<file path="src/rtl/stim_seq_ctrl_if.sv">
// Command-word handshake between the stimulation sequencer (master) and the
// DAC command sink (slave).
interface stim_seq_ctrl_if;
  logic        cmd_valid;
  logic        cmd_ready;
  logic [31:0] cmd_word;

  modport master (output cmd_valid, output cmd_word, input cmd_ready);
  modport slave  (input cmd_valid, input cmd_word, output cmd_ready);
endinterface

</file>
<file path="src/rtl/stim_seq_ctrl.sv">
// Biphasic stimulation train sequencer issuing DAC command words over a valid/ready link.
// Optional charge-balance compensation stage is enabled by defining STIM_SEQ_COMP_EN.
module stim_seq_ctrl #(
  parameter int unsigned CB_TIMEOUT = 65535
) (
  input  logic                   clk_50M,
  input  logic                   rst_n,
  input  logic                   start,
  input  logic                   abort,
  input  logic [9:0]             cfg_addr,
  input  logic [8:0]             cfg_amp_neg,
  input  logic [8:0]             cfg_amp_pos,
  input  logic                   cfg_x50,
  input  logic [1:0]             cfg_ele,
  input  logic [15:0]            cfg_t_phase,
  input  logic [15:0]            cfg_t_ipg,
  input  logic [7:0]             cfg_n_pulses,
  stim_seq_ctrl_if.master        cmd,
  input  logic                   cb_ok,
  output logic                   busy,
  output logic                   done,
  output logic                   err_timeout,
  output logic [7:0]             pulse_cnt
);

  localparam logic [5:0] CODE_STIM  = 6'd6;
  localparam logic [5:0] CODE_CBCLR = 6'd18;

  typedef enum logic [3:0] {
    S_IDLE, S_NEG, S_NEG_WAIT, S_ZERO, S_IPG_WAIT, S_POS, S_POS_WAIT, S_OFF, S_DONE
`ifdef STIM_SEQ_COMP_EN
    , S_COMP_ON, S_COMP_OFF, S_POLL_CB, S_CB_CLR
`endif
  } state_t;

  state_t      state, state_n;
  logic [9:0]  addr_q;
  logic [8:0]  amp_neg_q, amp_pos_q;
  logic        x50_q, abort_q;
  logic [1:0]  ele_q;
  logic [15:0] t_phase_q, t_ipg_q, timer;
  logic [7:0]  n_pulses_q;
  logic        vld, xfer, abort_pend, timer_last, more_pulses, pulse_inc;
  logic [5:0]  code;
  logic [15:0] data;

  function automatic logic [15:0] max1(input logic [15:0] t);
    return (t == '0) ? 16'd1 : t;
  endfunction

  assign xfer        = vld & cmd.cmd_ready;
  assign abort_pend  = abort_q | abort;
  assign timer_last  = (timer <= 16'd1);
  assign more_pulses = ({1'b0, pulse_cnt} + 9'd1) < {1'b0, n_pulses_q};
  assign pulse_inc   = (state == S_POS_WAIT) && !abort_pend && timer_last;

  assign cmd.cmd_valid = vld;
  assign cmd.cmd_word  = vld ? {code, addr_q, data} : '0;
  assign busy          = (state != S_IDLE);
  assign done          = (state == S_DONE);

  always_ff @(posedge clk_50M or negedge rst_n) begin
    if (!rst_n) state <= S_IDLE;
    else        state <= state_n;
  end

  // Command states leave only on a completed handshake, so an abort seen there
  // is honoured after the word goes out; timed states bail out immediately.
  always_comb begin
    state_n = state;
    vld     = 1'b0;
    code    = CODE_STIM;
    data    = '0;
    case (state)
      S_IDLE: begin
        if (start) begin
          if (abort) state_n = S_OFF;
`ifdef STIM_SEQ_COMP_EN
          else state_n = S_COMP_ON;
`else
          else if (cfg_n_pulses == '0) state_n = S_OFF;
          else state_n = S_NEG;
`endif
        end
      end
`ifdef STIM_SEQ_COMP_EN
      S_COMP_ON: begin
        vld  = 1'b1;
        data = {1'b0, ele_q, x50_q, 1'b1, 2'b00, amp_neg_q};
        if (cmd.cmd_ready) state_n = abort_pend ? S_OFF : S_COMP_OFF;
      end
      S_COMP_OFF: begin
        vld  = 1'b1;
        data = {1'b0, ele_q, x50_q, 1'b0, 2'b00, amp_neg_q};
        if (cmd.cmd_ready) state_n = abort_pend ? S_OFF : S_POLL_CB;
      end
      S_POLL_CB: begin
        if (abort_pend)      state_n = S_OFF;
        else if (cb_ok)      state_n = S_CB_CLR;
        else if (timer_last) state_n = S_OFF;
      end
      S_CB_CLR: begin
        vld  = 1'b1;
        code = CODE_CBCLR;
        if (cmd.cmd_ready)
          state_n = (abort_pend || n_pulses_q == '0) ? S_OFF : S_NEG;
      end
`endif
      S_NEG: begin
        vld  = 1'b1;
        data = {1'b0, ele_q, x50_q, 1'b0, 2'b01, amp_neg_q};
        if (cmd.cmd_ready) state_n = abort_pend ? S_OFF : S_NEG_WAIT;
      end
      S_NEG_WAIT: begin
        if (abort_pend)      state_n = S_OFF;
        else if (timer_last) state_n = S_ZERO;
      end
      S_ZERO: begin
        vld  = 1'b1;
        data = {1'b0, ele_q, x50_q, 1'b0, 2'b00, amp_neg_q};
        if (cmd.cmd_ready) state_n = abort_pend ? S_OFF : S_IPG_WAIT;
      end
      S_IPG_WAIT: begin
        if (abort_pend)      state_n = S_OFF;
        else if (timer_last) state_n = S_POS;
      end
      S_POS: begin
        vld  = 1'b1;
        data = {1'b0, ele_q, x50_q, 1'b0, 2'b10, amp_pos_q};
        if (cmd.cmd_ready) state_n = abort_pend ? S_OFF : S_POS_WAIT;
      end
      S_POS_WAIT: begin
        if (abort_pend)      state_n = S_OFF;
        else if (timer_last) state_n = more_pulses ? S_NEG : S_OFF;
      end
      S_OFF: begin
        vld  = 1'b1;
        data = {1'b1, ele_q, x50_q, 1'b0, 2'b00, 9'd0};
        if (cmd.cmd_ready) state_n = S_DONE;
      end
      S_DONE:  state_n = S_IDLE;
      default: state_n = S_IDLE;
    endcase
  end

  always_ff @(posedge clk_50M or negedge rst_n) begin
    if (!rst_n) begin
      addr_q     <= '0;
      amp_neg_q  <= '0;
      amp_pos_q  <= '0;
      x50_q      <= 1'b0;
      ele_q      <= '0;
      t_phase_q  <= '0;
      t_ipg_q    <= '0;
      n_pulses_q <= '0;
      abort_q    <= 1'b0;
      timer      <= '0;
      pulse_cnt  <= '0;
    end else begin
      if (timer != '0) timer <= timer - 16'd1;
      if (state == S_IDLE && start) begin
        addr_q     <= cfg_addr;
        amp_neg_q  <= cfg_amp_neg;
        amp_pos_q  <= cfg_amp_pos;
        x50_q      <= cfg_x50;
        ele_q      <= cfg_ele;
        t_phase_q  <= cfg_t_phase;
        t_ipg_q    <= cfg_t_ipg;
        n_pulses_q <= cfg_n_pulses;
        abort_q    <= 1'b0;
        pulse_cnt  <= '0;
      end else if (state == S_DONE) begin
        abort_q <= 1'b0;
      end else if (state != S_IDLE && abort) begin
        abort_q <= 1'b1;
      end
      // Timers load on the handshake cycle so the wait spans exactly max(t,1) cycles.
      if (xfer) begin
        case (state)
          S_NEG, S_POS: timer <= max1(t_phase_q);
          S_ZERO:       timer <= max1(t_ipg_q);
`ifdef STIM_SEQ_COMP_EN
          S_COMP_OFF:   timer <= (CB_TIMEOUT == 0) ? 16'd1 : 16'(CB_TIMEOUT);
`endif
          default: ;
        endcase
      end
      if (pulse_inc && pulse_cnt != 8'hFF) pulse_cnt <= pulse_cnt + 8'd1;
    end
  end

`ifdef STIM_SEQ_COMP_EN
  always_ff @(posedge clk_50M or negedge rst_n) begin
    if (!rst_n)                         err_timeout <= 1'b0;
    else if (state == S_IDLE && start)  err_timeout <= 1'b0;
    else if (state == S_POLL_CB && !abort_pend && !cb_ok && timer_last)
                                        err_timeout <= 1'b1;
  end
`else
  logic unused_cb;
  assign unused_cb   = cb_ok | (CB_TIMEOUT == 0);
  assign err_timeout = 1'b0;
`endif

endmodule

</file>
<file path="src/flat_wrapper.sv">
// flat-port wrapper written by rule: the top's interface ports become plain ports
module stim_seq_ctrl_flat 
#(
  parameter int unsigned CB_TIMEOUT = 65535
)
  (clk_50M, rst_n, start, abort, cfg_addr, cfg_amp_neg, cfg_amp_pos, cfg_x50, cfg_ele, cfg_t_phase, cfg_t_ipg, cfg_n_pulses, cb_ok, busy, done, err_timeout, pulse_cnt, cmd_cmd_valid, cmd_cmd_word, cmd_cmd_ready);
  stim_seq_ctrl_if cmd_i ();
  input  logic clk_50M;
  input  logic rst_n;
  input  logic start;
  input  logic abort;
  input  logic [9:0] cfg_addr;
  input  logic [8:0] cfg_amp_neg;
  input  logic [8:0] cfg_amp_pos;
  input  logic cfg_x50;
  input  logic [1:0] cfg_ele;
  input  logic [15:0] cfg_t_phase;
  input  logic [15:0] cfg_t_ipg;
  input  logic [7:0] cfg_n_pulses;
  input  logic cb_ok;
  output logic busy;
  output logic done;
  output logic err_timeout;
  output logic [7:0] pulse_cnt;
  output wire logic [$bits(cmd_i.cmd_valid)-1:0] cmd_cmd_valid;
  output wire logic [$bits(cmd_i.cmd_word)-1:0] cmd_cmd_word;
  input wire logic [$bits(cmd_i.cmd_ready)-1:0] cmd_cmd_ready;
  assign cmd_cmd_valid = cmd_i.cmd_valid;
  assign cmd_cmd_word = cmd_i.cmd_word;
  assign cmd_i.cmd_ready = cmd_cmd_ready;
  stim_seq_ctrl #(.CB_TIMEOUT(CB_TIMEOUT)) u_core (.clk_50M(clk_50M), .rst_n(rst_n), .start(start), .abort(abort), .cfg_addr(cfg_addr), .cfg_amp_neg(cfg_amp_neg), .cfg_amp_pos(cfg_amp_pos), .cfg_x50(cfg_x50), .cfg_ele(cfg_ele), .cfg_t_phase(cfg_t_phase), .cfg_t_ipg(cfg_t_ipg), .cfg_n_pulses(cfg_n_pulses), .cmd(cmd_i), .cb_ok(cb_ok), .busy(busy), .done(done), .err_timeout(err_timeout), .pulse_cnt(pulse_cnt));
endmodule
</file>
<file path="config.mk">
export PLATFORM = sky130hd
export DESIGN_NAME = stim_seq_ctrl_flat
export DESIGN_NICKNAME = d
export VERILOG_FILES = /design/src/rtl/stim_seq_ctrl_if.sv /design/src/rtl/stim_seq_ctrl.sv /design/src/flat_wrapper.sv
export SDC_FILE = /design/constraint.sdc
export NUM_CORES = 1
export LEC_CHECK = 0
export ABC_CLOCK_PERIOD_IN_PS = 2800
export BUFFER_PORTS_ARGS = -buffer_cell sky130_fd_sc_hd__buf_2
export CAP_MARGIN = 20
export CORE_ASPECT_RATIO = 2
export CORE_MARGIN = 2
export CORE_UTILIZATION = 49
export CTS_CLUSTER_DIAMETER = 50
export DETAILED_ROUTE_END_ITERATION = 10
export PLACE_DENSITY = 0.73
export SLEW_MARGIN = 20
export SYNTH_ARGS = -nofsm -noshare
export SYNTH_HDL_FRONTEND = slang
export SYNTH_SLANG_ARGS = --single-unit
</file>
<file path="constraint.sdc">
create_clock -name clk_50M -period 2.8 [get_ports clk_50M]
set_input_delay 0.14 -clock clk_50M [delete_from_list [all_inputs] [get_ports clk_50M]]
set_output_delay 0.14 -clock clk_50M [all_outputs]
set_load 0.02 [all_outputs]
</file>
==> metrics.cfg <==
[die]
die_h_um=148
start_util=0.503
rows=52
pin_count=121
dieWidth_um=75.9
fp.coreArea_sq_mm=0.0101
dieArea_sq_mm=0.0112

[yosys]
synthMuxAreaShare=0.158
synth_cells=466
yosysTopAreaCell=dfrtp_1
syn_area_sq_mm=0.00507
ys_warn_count=0
synth-simple-area-share=0.143
syn_area_per_cell_sq_um=10.9
yosysTopAreaCellShare=0.494
synth-xor-area-share=0.0378
seq_area_frac_synth=0.494
synth_edf_count=0
synth-seq-cells=100
synth_top_family_by_area=multiplexers
synth_compound_area_frac=0.0987
synthTopCellsByArea=dfrtp_1 (49%), mux2_2 (16%), ha_1 (2.5%)
synthFlopType=dfrtp_1
synth_fa_ha_area_frac=0.0247
synth_cell_types=46
synthArstFlopShare=1.00

[clock_network]
insertion_delay_ns=0.34
cts_max_level=3
clock_tree.buffer_depth=2
cts_tree=yes
cts_root_buffer=clkbuf_16
path_clk_slew_ns=0.07
cts_sinks=100
postCtsSetupBuffers=0
numCtsBuffers=9

[timing]
tightest_slew_ns=0.722
hold_ws_ns=0.0240
tns_ns=0
clock.fmax_ghz=0.406
drv_slew=0
layout_min_cycle_time_ns=2.46
skew_ns=0.00448
rsz0062_at_grt=false
fin_ws_ns=0.339
min_period_over_period=0.879
hold_violations=0
finalSetupViolations=0
max_slew_margin=0.519

[power_and_ir_drop]
ir_drop_v=0.000645
power_leakage_nw=2.85
p_per_area_mw_per_mm2=1050

[grt]
grt_overflow=0
gr-usage-all-layers=0.212
grt_pass1_wl_mm=19.2
antenna_found_initial=0
grt_max_degree=59
grt_pass1_vias=4025

[placement]
dp_hpwl_mm=8.61
io_buffers=113
dp_worst_setup_slack_ns=0.425
placed_area_sq_mm=0.00576
place_congestion=0.880

[critical_path]
ff2ff_path_depth=9
crit_type=reg -> reg
crit_path_start_kind=register
cp_top_family=compound AO/OA/AOI/OAI gates
cp_cell_sequence=ha_1 > nand2_1 > xnor2_1 > ha_1 > a21oi_1 > o21a_1 > o21ai_0 > a311oi_1 > a311oi_1
cp.arrival_ns=2.67
worstReg2RegStart=u_core.pulse_cnt[0]
endpoint_kind=register
path_buf_inv=0
crit_required_ns=3.01
cp-endpoint=u_core.state[2]
r2r_slack_ns=0.34
crit_slowest_cell=dfrtp_1
path_depth=9
r2r_end=u_core.state[2]
worst-path-max-fanout=8
cp-startpoint=u_core.pulse_cnt[0]
slowest_delay_ns=0.49

[route]
routed.top_layer=met4
postRouteAntennaNets=0
wl_met3_um=441
routed_wl_mm=11.4
drt_iter0_drc=226
avgViaCountPerCell=5.46
met1_length_mm=4.28
dr.pass1.iters=4
wire_per_inst_um=15.9
met2RoutedLength_mm=6.43
remaining_drc_errors=0
vias=3892

[finish]
fin_nets=660
area_growth_pct=19.3
final_util=0.599
antenna_cells=0
drive_gt1_frac=0.374
finalInstanceArea_sq_mm=0.00604

[flow_run]
max_cap_violations=0

[min_path]
min-delay-path-class=in -> reg

[outcome]
status=completed

==> registers in the layout, indices dropped and copies added, names as in the netlist <==
register / cells
u_core.addr_q: 10
u_core.pulse_cnt: 8
u_core.x50_q: 1
u_core.abort_q: 1
u_core.t_phase_q: 16
u_core.amp_pos_q: 9
u_core.n_pulses_q: 8
u_core.timer: 16
u_core.amp_neg_q: 9
u_core.state: 4
u_core.t_ipg_q: 16
u_core.ele_q: 2
==> cells in the mapped netlist, types with 9 or more instances <==
library cell  instances
o22ai_1              14
mux2_2               71
nand3_1              15
clkbuf_1             21
nor4_1               15
o21ai_0              11
nand2_1              15
dfrtp_1             100
a22oi_1              14
nor3_1                9
nand2b_1              9
xor2_1               10
ha_1                 10
nor2b_1              10
nor2_1               27
and2_1               16
xnor2_1              10
a21oi_1              21
inv_1                16
==> worst min path at each step <==
| stage | start | endpoint | slack, ns | cells after the start |
|---|---|---|---|---|
| final | cfg_amp_neg[4] | u_core.amp_neg_q[4] | 0.02 | 2 |
| after global routing | cfg_addr[5] | u_core.addr_q[5] | 0.01 | 2 |
| after CTS | cfg_amp_neg[4] | u_core.amp_neg_q[4] | 0.01 | 2 |
| after detailed placement | rst_n | u_core.amp_pos_q[7] | 0.24 | 1 |
| after global placement | rst_n | u_core.amp_neg_q[4] | 0.24 | 1 |
| after floorplan | rst_n | u_core.abort_q | -0.16 | 0 |
==> cells by family after synthesis <==
family / count (synthesis)
XOR/XNOR: 21
AND/OR/NAND/NOR: 135
buffers and inverters: 48
AO/OA/AOI/OAI: 80
multiplexers: 71
flip-flops: 100
other: 1
adder cells (fa/ha/maj): 10
==> power breakdown <==
group	internal, mW	leakage (nW)	switching, mW	total [mW]
Combinational	1.20	1.47	1.37	2.57
Clock	0.607	0.136	0.542	1.15
Sequential	2.09	1.24	0.527	2.62
==> per-layer routing <==
metal  vias to the layer above  global-route usage
li1                       1869                   -
met1                      1911               0.235
met2                        98               0.399
met3                        14              0.0409
met4                         0              0.0800
met5                         -                   0
==> cells in the final DEF, fill, tap and decap left out, types with 11 or more instances in the layout <==
cell type  instances
dfrtp_1          100
o21ai_0           11
buf_2            112
inv_1             16
o22ai_1           14
nand2_1           15
a21oi_1           21
nor4_1            15
nor2_1            27
mux2_2            71
and2_1            16
nand3_1           14
a22oi_1           14
==> cell type report <==
class | instances | area [sq um]
flip-flops and latches | 100 | 2500
clock inverters | 7 | 52.6
well taps | 135 | 169
fillers | 873 | 4040
multi-input cells | 323 | 2380
clock buffers | 9 | 225
repair buffers | 123 | 658
inverters | 16 | 60.1
==> repair_timing <==
action | CTS | global route
hold buffers | 1 | 0
hold endpoints to repair | 57 | 0
resized for setup | 0 | 0
==> per-stage QoR <==
step           power, mW  std cells
2_1_floorplan       4.45        471
3_3_place_gp        5.08        696
3_5_place_dp        5.20        696
4_1_cts             6.38        713
5_1_grt             6.79        713
6_report            6.34        713
==> worst register-to-register path: cells and delay by family (launching register included) <==
kind	cells	cell delay (ns)
xor+xnor	1	0.22
simple gates	1	0.09
flops	1	0.49
fa+ha+maj	2	0.60
compound gates	5	0.92
(Power assumes the default switching activity.)
